## src/rtl/gate_operand_fetch_pkg.sv

```systemverilog
// gate_operand_fetch_pkg
// Shared types for the operand-fetch stage and the gate-scheduler stage:
//   - fetch_state_e : operand-fetch FSM states (IDLE, HOLD)
//   - gate_desc_t   : gate descriptor {addr_a, addr_b, single, out_addr, tag}
//   - sat_inc16     : saturating 16-bit increment used by the stall counter
package gate_operand_fetch_pkg;

    localparam int unsigned GOF_S = 13;   // wire-address width of the label RAM
    localparam int unsigned GOF_T = 8;    // opaque tag width

    typedef enum logic {
        IDLE = 1'b0,
        HOLD = 1'b1
    } fetch_state_e;

    typedef struct packed {
        logic [GOF_S-1:0] addr_a;
        logic [GOF_S-1:0] addr_b;
        logic             single;
        logic [GOF_S-1:0] out_addr;
        logic [GOF_T-1:0] tag;
    } gate_desc_t;

    function automatic logic [15:0] sat_inc16(input logic [15:0] v);
        return (v == 16'hFFFF) ? v : v + 16'd1;
    endfunction

endpackage

```

## src/rtl/gate_operand_fetch_op_fifo.sv

```systemverilog
// op_fifo
// Synchronous FIFO holding fetched operand bundles for the evaluation core.
// Ports:
//   clk, rst (async, active-high), clr (sync flush)
//   push_i/push_data_i : write one entry (caller guarantees space)
//   pop_i              : remove head when valid_o
//   pop_data_o         : head entry, forced to zero while empty
//   valid_o            : FIFO not empty
//   count_o            : number of stored entries (0..D)
module op_fifo #(
    parameter int unsigned W = 8,
    parameter int unsigned D = 4
) (
    input  logic                   clk,
    input  logic                   rst,
    input  logic                   clr,
    input  logic                   push_i,
    input  logic [W-1:0]           push_data_i,
    input  logic                   pop_i,
    output logic [W-1:0]           pop_data_o,
    output logic                   valid_o,
    output logic [$clog2(D):0]     count_o
);

    localparam int unsigned AW = $clog2(D);

    logic [W-1:0]  mem_q [D];
    logic [AW-1:0] wr_q;
    logic [AW-1:0] rd_q;
    logic [AW:0]   count_q;
    logic          do_push;
    logic          do_pop;

    assign valid_o    = (count_q != '0);
    assign do_pop     = pop_i & valid_o;
    assign do_push    = push_i & ((count_q != (AW+1)'(D)) | do_pop);
    assign count_o    = count_q;
    // Zero the head while empty so the outputs read 0 out of reset.
    assign pop_data_o = valid_o ? mem_q[rd_q] : '0;

    always_ff @(posedge clk) begin
        if (do_push) begin
            mem_q[wr_q] <= push_data_i;
        end
    end

    always_ff @(posedge clk or posedge rst) begin
        if (rst) begin
            wr_q    <= '0;
            rd_q    <= '0;
            count_q <= '0;
        end else if (clr) begin
            wr_q    <= '0;
            rd_q    <= '0;
            count_q <= '0;
        end else begin
            if (do_push) begin
                wr_q <= wr_q + 1'b1;
            end
            if (do_pop) begin
                rd_q <= rd_q + 1'b1;
            end
            if (do_push && !do_pop) begin
                count_q <= count_q + 1'b1;
            end else if (do_pop && !do_push) begin
                count_q <= count_q - 1'b1;
            end
        end
    end

endmodule

```

## src/rtl/gate_operand_fetch.sv

```systemverilog
// gate_operand_fetch
// Operand-fetch stage: holds one gate descriptor, waits for both input labels
// to be written in the label DPRAM, issues a paired read, captures the labels
// one cycle later and queues them with the descriptor metadata.
// Ports:
//   clk, rst (async, active-high), clr (sync flush)
//   in_*        : descriptor input (valid/ready)
//   rd_*        : label RAM read ports 0/1, flags, stall and t+1 data
//   out_*       : operand bundle output (valid/ready)
//   wait_cycles : saturating count of HOLD cycles without an issue
module gate_operand_fetch
    import gate_operand_fetch_pkg::*;
#(
    parameter int unsigned S = 13,
    parameter int unsigned K = 128,
    parameter int unsigned T = 8,
    parameter int unsigned D = 4
) (
    input  logic          clk,
    input  logic          rst,
    input  logic          clr,
    input  logic          in_valid,
    output logic          in_ready,
    input  logic [S-1:0]  in_addr_a,
    input  logic [S-1:0]  in_addr_b,
    input  logic          in_single,
    input  logic [S-1:0]  in_out_addr,
    input  logic [T-1:0]  in_tag,
    output logic          rd_req_0,
    output logic          rd_req_1,
    output logic [S-1:0]  rd_addr_0,
    output logic [S-1:0]  rd_addr_1,
    input  logic          rd_data_ready_0,
    input  logic          rd_data_ready_1,
    input  logic          stall_rd,
    input  logic [K-1:0]  rd_data_0_t1,
    input  logic [K-1:0]  rd_data_1_t1,
    output logic          out_valid,
    input  logic          out_ready,
    output logic [K-1:0]  out_label_a,
    output logic [K-1:0]  out_label_b,
    output logic [S-1:0]  out_addr,
    output logic [T-1:0]  out_tag,
    output logic [15:0]   wait_cycles
);

    localparam int unsigned CW = $clog2(D) + 1;
    localparam int unsigned FW = 2 * K + S + T;

    fetch_state_e   state_q;
    fetch_state_e   state_d;
    gate_desc_t     hold_q;
    logic           pend_q;
    logic           pend_single_q;
    logic [S-1:0]   pend_addr_q;
    logic [T-1:0]   pend_tag_q;
    logic [15:0]    wait_q;

    logic           in_hold;
    logic           accept;
    logic           can_issue;
    logic           issue;
    logic [CW-1:0]  fifo_count;
    logic [CW:0]    credit_used;
    logic [K-1:0]   label_b_t1;
    logic [FW-1:0]  push_data;
    logic [FW-1:0]  head_data;
    logic           fifo_valid;

    assign in_hold     = (state_q == HOLD);
    // The read in flight (pend) already owns a FIFO slot; a same-cycle pop
    // is deliberately not credited back.
    assign credit_used = {1'b0, fifo_count} + (CW+1)'(pend_q);
    assign can_issue   = in_hold & rd_data_ready_0 & (hold_q.single | rd_data_ready_1)
                       & (credit_used < (CW+1)'(D));
    assign issue       = can_issue & ~stall_rd;

    assign rd_req_0    = can_issue;
    assign rd_req_1    = can_issue & ~hold_q.single;
    assign rd_addr_0   = in_hold ? hold_q.addr_a : '0;
    assign rd_addr_1   = in_hold ? hold_q.addr_b : '0;

    assign in_ready    = ~in_hold | issue;
    assign accept      = in_valid & in_ready;
    assign wait_cycles = wait_q;

    always_comb begin
        state_d = state_q;
        case (state_q)
            IDLE:    if (accept) state_d = HOLD;
            HOLD:    if (issue && !accept) state_d = IDLE;
            default: state_d = IDLE;
        endcase
    end

    always_ff @(posedge clk or posedge rst) begin
        if (rst) begin
            state_q       <= IDLE;
            hold_q        <= '0;
            pend_q        <= 1'b0;
            pend_single_q <= 1'b0;
            pend_addr_q   <= '0;
            pend_tag_q    <= '0;
            wait_q        <= '0;
        end else if (clr) begin
            state_q       <= IDLE;
            hold_q        <= '0;
            pend_q        <= 1'b0;
            pend_single_q <= 1'b0;
            pend_addr_q   <= '0;
            pend_tag_q    <= '0;
            wait_q        <= '0;
        end else begin
            state_q <= state_d;
            if (accept) begin
                hold_q <= '{addr_a:   in_addr_a,
                            addr_b:   in_addr_b,
                            single:   in_single,
                            out_addr: in_out_addr,
                            tag:      in_tag};
            end
            pend_q <= issue;
            if (issue) begin
                pend_single_q <= hold_q.single;
                pend_addr_q   <= hold_q.out_addr;
                pend_tag_q    <= hold_q.tag;
            end
            if (in_hold && !issue) begin
                wait_q <= sat_inc16(wait_q);
            end
        end
    end

    assign label_b_t1 = pend_single_q ? '0 : rd_data_1_t1;
    assign push_data  = {rd_data_0_t1, label_b_t1, pend_addr_q, pend_tag_q};

    op_fifo #(
        .W (FW),
        .D (D)
    ) u_op_fifo (
        .clk         (clk),
        .rst         (rst),
        .clr         (clr),
        .push_i      (pend_q),
        .push_data_i (push_data),
        .pop_i       (out_ready),
        .pop_data_o  (head_data),
        .valid_o     (fifo_valid),
        .count_o     (fifo_count)
    );

    assign out_valid = fifo_valid;
    assign {out_label_a, out_label_b, out_addr, out_tag} = head_data;

endmodule

```

## config.mk

```make
export PLATFORM = sky130hd
export DESIGN_NAME = gate_operand_fetch
export DESIGN_NICKNAME = d
export VERILOG_FILES = /design/src/rtl/gate_operand_fetch_pkg.sv /design/src/rtl/gate_operand_fetch_op_fifo.sv /design/src/rtl/gate_operand_fetch.sv
export SDC_FILE = /design/constraint.sdc
export NUM_CORES = 1
export LEC_CHECK = 0
export CAP_MARGIN = 40
export CORE_MARGIN = 5
export CORE_UTILIZATION = 50
export CTS_CLUSTER_DIAMETER = 200
export DETAILED_ROUTE_END_ITERATION = 10
export GPL_ROUTABILITY_DRIVEN = 0
export PLACE_DENSITY = 0.74
export SLEW_MARGIN = 30
export SYNTH_ARGS = -nofsm -noshare
export SYNTH_HDL_FRONTEND = slang
export SYNTH_SLANG_ARGS = --single-unit
```

## constraint.sdc

```tcl
create_clock -name clk -period 16.3 [get_ports clk]
set_input_delay 1.63 -clock clk [delete_from_list [all_inputs] [get_ports clk]]
set_output_delay 1.63 -clock clk [all_outputs]
set_load 0.005 [all_outputs]
```

After elaboration in Yosys (flattened, before gate mapping)
Memory sizes are Yosys's and may differ from the RTL's.
Index checks and enable logic that the tools add are counted.
Widths: inputs -> output; s select.
Word-level totals
  flip-flop bits (word level): 95
  bits in writable memories: 1108
  input port bits: 312
  output and inout port bits: 323
  memories kept: 1
Operators by class
  add/sub/neg operators: 6
  magnitude comparators: 1
  equality and inequality tests: 3
  multiplexer cells: 29
  bitwise logic cells: 14
  reductions and logical operators: 16
Memory list
  u_op_fifo.mem_q: words 4, bits a word 277, read ports 1, clocked after Yosys merged registers in 0, wr ports 1, RTL line gate_operand_fetch_op_fifo.sv:27  | logic [W-1:0] mem_q [D];
Operator list (count)
  $mux 277: 1
  $mux 128: 1
  $mux 48: 2
  $mux 13: 4
  $mux 16: 3
  $add 16x1->16 const B: 1
  $eq 16x16->1 const B: 1
  $mux 8: 2
  $reduce_bool 2->1: 5
  $mux 3: 3
  $and 1x1->1: 8
  $mux 1: 8
  $mux 2: 4
  $reduce_bool 3->1: 2
  $add 2x1->2 const B: 2
  $add 3x1->4: 1
  $logic_and 1x1->1: 4
  $logic_not 1->1: 4
  $lt 4x3->1 const B: 1
  $add 3x1->3 const B: 1
  $ne 3x3->1 const B: 1
  $not 1->1: 3
  $or 1x1->1: 3
  $sub 3x1->3 const B: 1
  other kinds (3): 3

Depth between registers and ports, before layout
  depth after elaboration: 11
  depth in mapped cells: 11

Cells and area by module
Synthesis repeated with hierarchy kept, for this count alone.
Unflattened totals
  cell total of the unflattened synthesis: 2304
  area, all modules: 47038.9 sq um
Modules (own cells, without submodules)
  op_fifo: times used 1, cells an instance 1816, area each 42364.4 sq um, sequential area each 33447.1 sq um
  gate_operand_fetch: times used 1, cells an instance 488, area each 4674.5 sq um, sequential area each 2202.1 sq um

Worst setup path before layout
No wires, ideal clock.
  path type: in2reg
  from: input out_ready
  to: memory u_op_fifo.mem_q[0][0] (netlist bit), enable pin
  setup time: 673 ps
  arrival: 8661 ps
  setup slack: 6965 ps
  stages on the path: 4
  cell sequence: clkbuf_1 -> inv_1 -> a31oi_1 -> and2_1
Between the ends
  word-level cells in the longest chain between the ends: 5
RTL lines
  from (decl): RTL line gate_operand_fetch.sv:39  | input logic out_ready,
  $and 1x1->1: RTL line gate_operand_fetch_op_fifo.sv:35  | assign do_pop = pop_i & valid_o;
  $or 1x1->1: RTL line gate_operand_fetch_op_fifo.sv:36  | assign do_push = push_i & ((count_q != (AW+1)'(D)) | do_pop);
  $and 1x1->1: RTL line gate_operand_fetch_op_fifo.sv:36
  $mux 1: RTL line gate_operand_fetch_op_fifo.sv:42  | if (do_push) begin
  $mux 1 (not written as such): RTL line gate_operand_fetch_op_fifo.sv:43  | mem_q[wr_q] <= push_data_i;
  to (decl): RTL line gate_operand_fetch_op_fifo.sv:27
No other way between the ends.

Worst setup path after layout
  from: register u_op_fifo.rd_q[1]
  to: output out_label_a[44]
Between the ends
  word-level cells in the longest chain between the ends: 2
RTL lines
  from (decl): RTL line gate_operand_fetch_op_fifo.sv:29  | logic [AW-1:0] rd_q;
  from (signal assigned): RTL line gate_operand_fetch_op_fifo.sv:61  | rd_q <= rd_q + 1'b1;
  $mem_v2 4x277
  $mux 277: RTL line gate_operand_fetch_op_fifo.sv:39  | assign pop_data_o = valid_o ? mem_q[rd_q] : '0;
  to (decl): RTL line gate_operand_fetch.sv:40  | output logic [K-1:0] out_label_a,
No other way between the ends.

==> impl_metrics.json <==
{
  "status": "finished, final reports clean",
  "crit_type": "reg2out",
  "drt_iter0_drc": 1778,
  "grt_pass1_wl_mm": 161.3,
  "r2r-end": "u_op_fifo.mem_q[2][228]",
  "ys.flop_type": "edfxtp_1",
  "clockRootBuffer": "clkbuf_16",
  "synth_area_per_cell_sq_um": 20.51,
  "min_from": "hold_q[33]",
  "synth-edff-count": 1108,
  "worstPathRequired_ps": 14670,
  "start_kind": "flop",
  "dieWidth_microns": 316.3,
  "io_buffer_count": 634,
  "dp_slack_ps": 10360,
  "period_share_pct": 36.89,
  "io_pins": 635,
  "hold_end": "hold_q[33]",
  "synth.area.mux_share_pct": 13.93,
  "cts_sinks": 1203,
  "core_area_sq_um": 93190,
  "cp.arrival_ps": 4380,
  "fin_util_pct": 63.03,
  "netlist_area_sq_um": 46910,
  "hp-class": "reg2reg",
  "final_area_sq_um": 58740,
  "clock_latency_ps": 670,
  "post-route-min-period_ps": 6014,
  "setup_slack_ps": 10290,
  "cts_resized": 0,
  "routedWlPerCell_microns": 25.12,
  "reg2reg_depth": 7,
  "rsz0062_at_grt": "false",
  "cts_buffer_depth": 3,
  "synth_cell_types": 51,
  "dpl-instance-area_sq_um": 54820,
  "nNetsFinal": 3267,
  "powerDensity_nw_per_um2": 109.7,
  "synthToLayoutAreaGrowth_pct": 25.21,
  "antenna_found_initial": 24,
  "dpl.hpwl_mm": 67.92,
  "leakage_nw": 18.97,
  "vias": 24140,
  "dieArea_sq_um": 100100,
  "drv_cap": 0,
  "total_power_mw": 6.444,
  "irDropWorstVdd_v": 0.0001001,
  "grt_use_total_pct": 21.30,
  "die_h_microns": 316.3,
  "synth_nets": 2605,
  "ys_seq_area_share_pct": 75.99,
  "grt_pass1_vias": 25770,
  "rows": 112,
  "clkTransAtPathRegs_ps": 60,
  "async_flop_share_pct": 7.897,
  "fmaxAchievable_ghz": 0.1663,
  "worstReg2RegStart": "pend_q",
  "yosys_warnings": 0,
  "crit_path_end_kind": "output port",
  "synth-compound-area-share_pct": 1.408,
  "finalSetupTns_ps": 0,
  "synth_top_family_by_area": "multiplexers",
  "drcViolationCount": 0,
  "initial_core_util_pct": 50.34,
  "synthXorXnorAreaFrac_pct": 0.09335,
  "cts_tree": "yes",
  "grt_overflow_total": 0,
  "cts_setup_buffers": 0,
  "relSlewSlack_pct": 44.78,
  "post_drt_via_cell_ratio": 5.587,
  "cp_max_fo": 97,
  "synthCells": 2287,
  "worstMarginPinSlew_ps": 828.3,
  "htree_levels": 3,
  "ant_nets": 0,
  "numCtsBuffers": 117,
  "min_path_cells": 1,
  "cts_hold_buf": 0,
  "hold_violations": 0,
  "grt_max_degree": 155,
  "synthAdderAreaFrac_pct": 0.1760,
  "dr.pass1.iters": 5,
  "ys_seq_elements": 1203,
  "r2r_slack_ps": 12540,
  "setup_viol": 0,
  "wirelength_mm": 108.5,
  "slew_viol_final": 0,
  "drive_gt1_share_pct": 16.98,
  "finalClockSkew_ps": 20.86,
  "yosys.area_share.simple_pct": 6.982
}
## layer usage
| metal | vias up | part of all wire [%] | track usage, % |
|---|---|---|---|
| met5 | - | 0.11 | 0 |
| met3 | 188 | 8.4 | 5.542 |
| li1 | 10450 | - | - |
| met1 | 12530 | 38 | 27.93 |
| met4 | 18 | 3.0 | 7.269 |
| met2 | 956 | 50 | 35.24 |
## worst max-delay path, stage by stage (launching register included)
cell	delay, ps
dfrtp_4	700
buf_12	380
buf_16	450
buf_4	630
buf_12	280
mux4_2	330
and2_1	170
clkdlybuf4s50_1	530
## through the flow
stage               hold slack (ps)  std cells
floorplan                     464.3       2287
global placement              483.0       4065
detailed placement            484.2       4079
CTS                           505.3       4299
global route                  514.6       4315
finish                        503.0       4320
## cell type report
class	count	area, sq um
timing repair buffer	680	7037
fill	6274	34450
clock inverter	69	554.3
inverter	9	38.79
tap	1254	1569
sequential	1203	35660
multi-input combinational	938	10630
antenna	16	40.04
clock buffer	151	3208
## worst max path at each step
| stage | cells past startpoint | startpoint | to |
|---|---|---|---|
| 2_1_floorplan | 4 | out_ready | u_op_fifo.mem_q[0][0] |
| 6_report | 7 | u_op_fifo.rd_q[1] | out_label_a[44] |
| 3_5_place_dp | 7 | out_ready | u_op_fifo.mem_q[3][239] |
| 3_3_place_gp | 6 | out_ready | u_op_fifo.mem_q[3][239] |
| 4_1_cts | 5 | u_op_fifo.rd_q[0] | out_label_b[36] |
| 5_1_grt | 7 | u_op_fifo.rd_q[1] | out_label_a[44] |
## placed cells by master (no fill, tap or decap), drive strengths merged, types with 4 or more instances in the layout
cell type,n
edfxtp,1108
clkdlybuf4s50,633
and2,309
mux4,277
clkbuf,151
nor2b,133
dfrtp,95
clkinv,49
a22o,48
buf,47
nor2,38
mux2i,24
diode,16
inv,15
a21oi,13
nand3,8
nand2,8
o31ai,8
or4,8
nor4,8
clkinvlp,7
bufinv,7
nor3,6
ha,5
nand4,5
mux2,5
o21ai,4
## cell families (layout without fill, tap and decap cells)
group,Yosys count,count (layout)
AND/OR/NAND/NOR,538,538
buffers and inverters,146,909
flip-flops,1203,1203
other,0,16
XOR/XNOR,5,5
adder cells (fa/ha/maj),6,6
AO/OA/AOI/OAI,83,83
multiplexers,306,306
## power by group
part / total [mW] / switching (mW) / internal (mW)
combinational: 0.439 / 0.189 / 0.249
sequential: 3.40 / 0.0131 / 3.38
clock: 2.61 / 1.11 / 1.50
## sequential cells by signal, summed over array words and instances (netlist names)
signal	flops
pend_tag_q	8
u_op_fifo.count_o	3
wait_cycles	16
in_hold	1
hold_q	48
u_op_fifo.rd_q	2
pend_q	1
u_op_fifo.wr_q	2
pend_single_q	1
u_op_fifo.mem_q	1108
pend_addr_q	13
## cells in the mapped netlist (all sizes together), types with 4 or more instances
| library cell | number | area (sq um) |
|---|---|---|
| edfxtp | 1108 | 33270 |
| and2 | 309 | 1933 |
| mux4 | 277 | 6238 |
| nor2b | 133 | 832.1 |
| dfrtp | 95 | 2377 |
| clkbuf | 74 | 277.8 |
| buf | 63 | 352.8 |
| a22o | 48 | 420.4 |
| nor2 | 38 | 142.6 |
| mux2i | 24 | 240.2 |
| a21oi | 13 | 68.82 |
| inv | 9 | 36.29 |
| nand2 | 8 | 30.03 |
| nand3 | 8 | 40.04 |
| nor4 | 8 | 56.30 |
| o31ai | 8 | 60.06 |
| or4 | 8 | 60.06 |
| nor3 | 6 | 35.03 |
| ha | 5 | 62.56 |
| mux2 | 5 | 56.30 |
| nand4 | 5 | 37.53 |
| o21ai | 4 | 20.02 |
(Power assumes the default switching activity.)
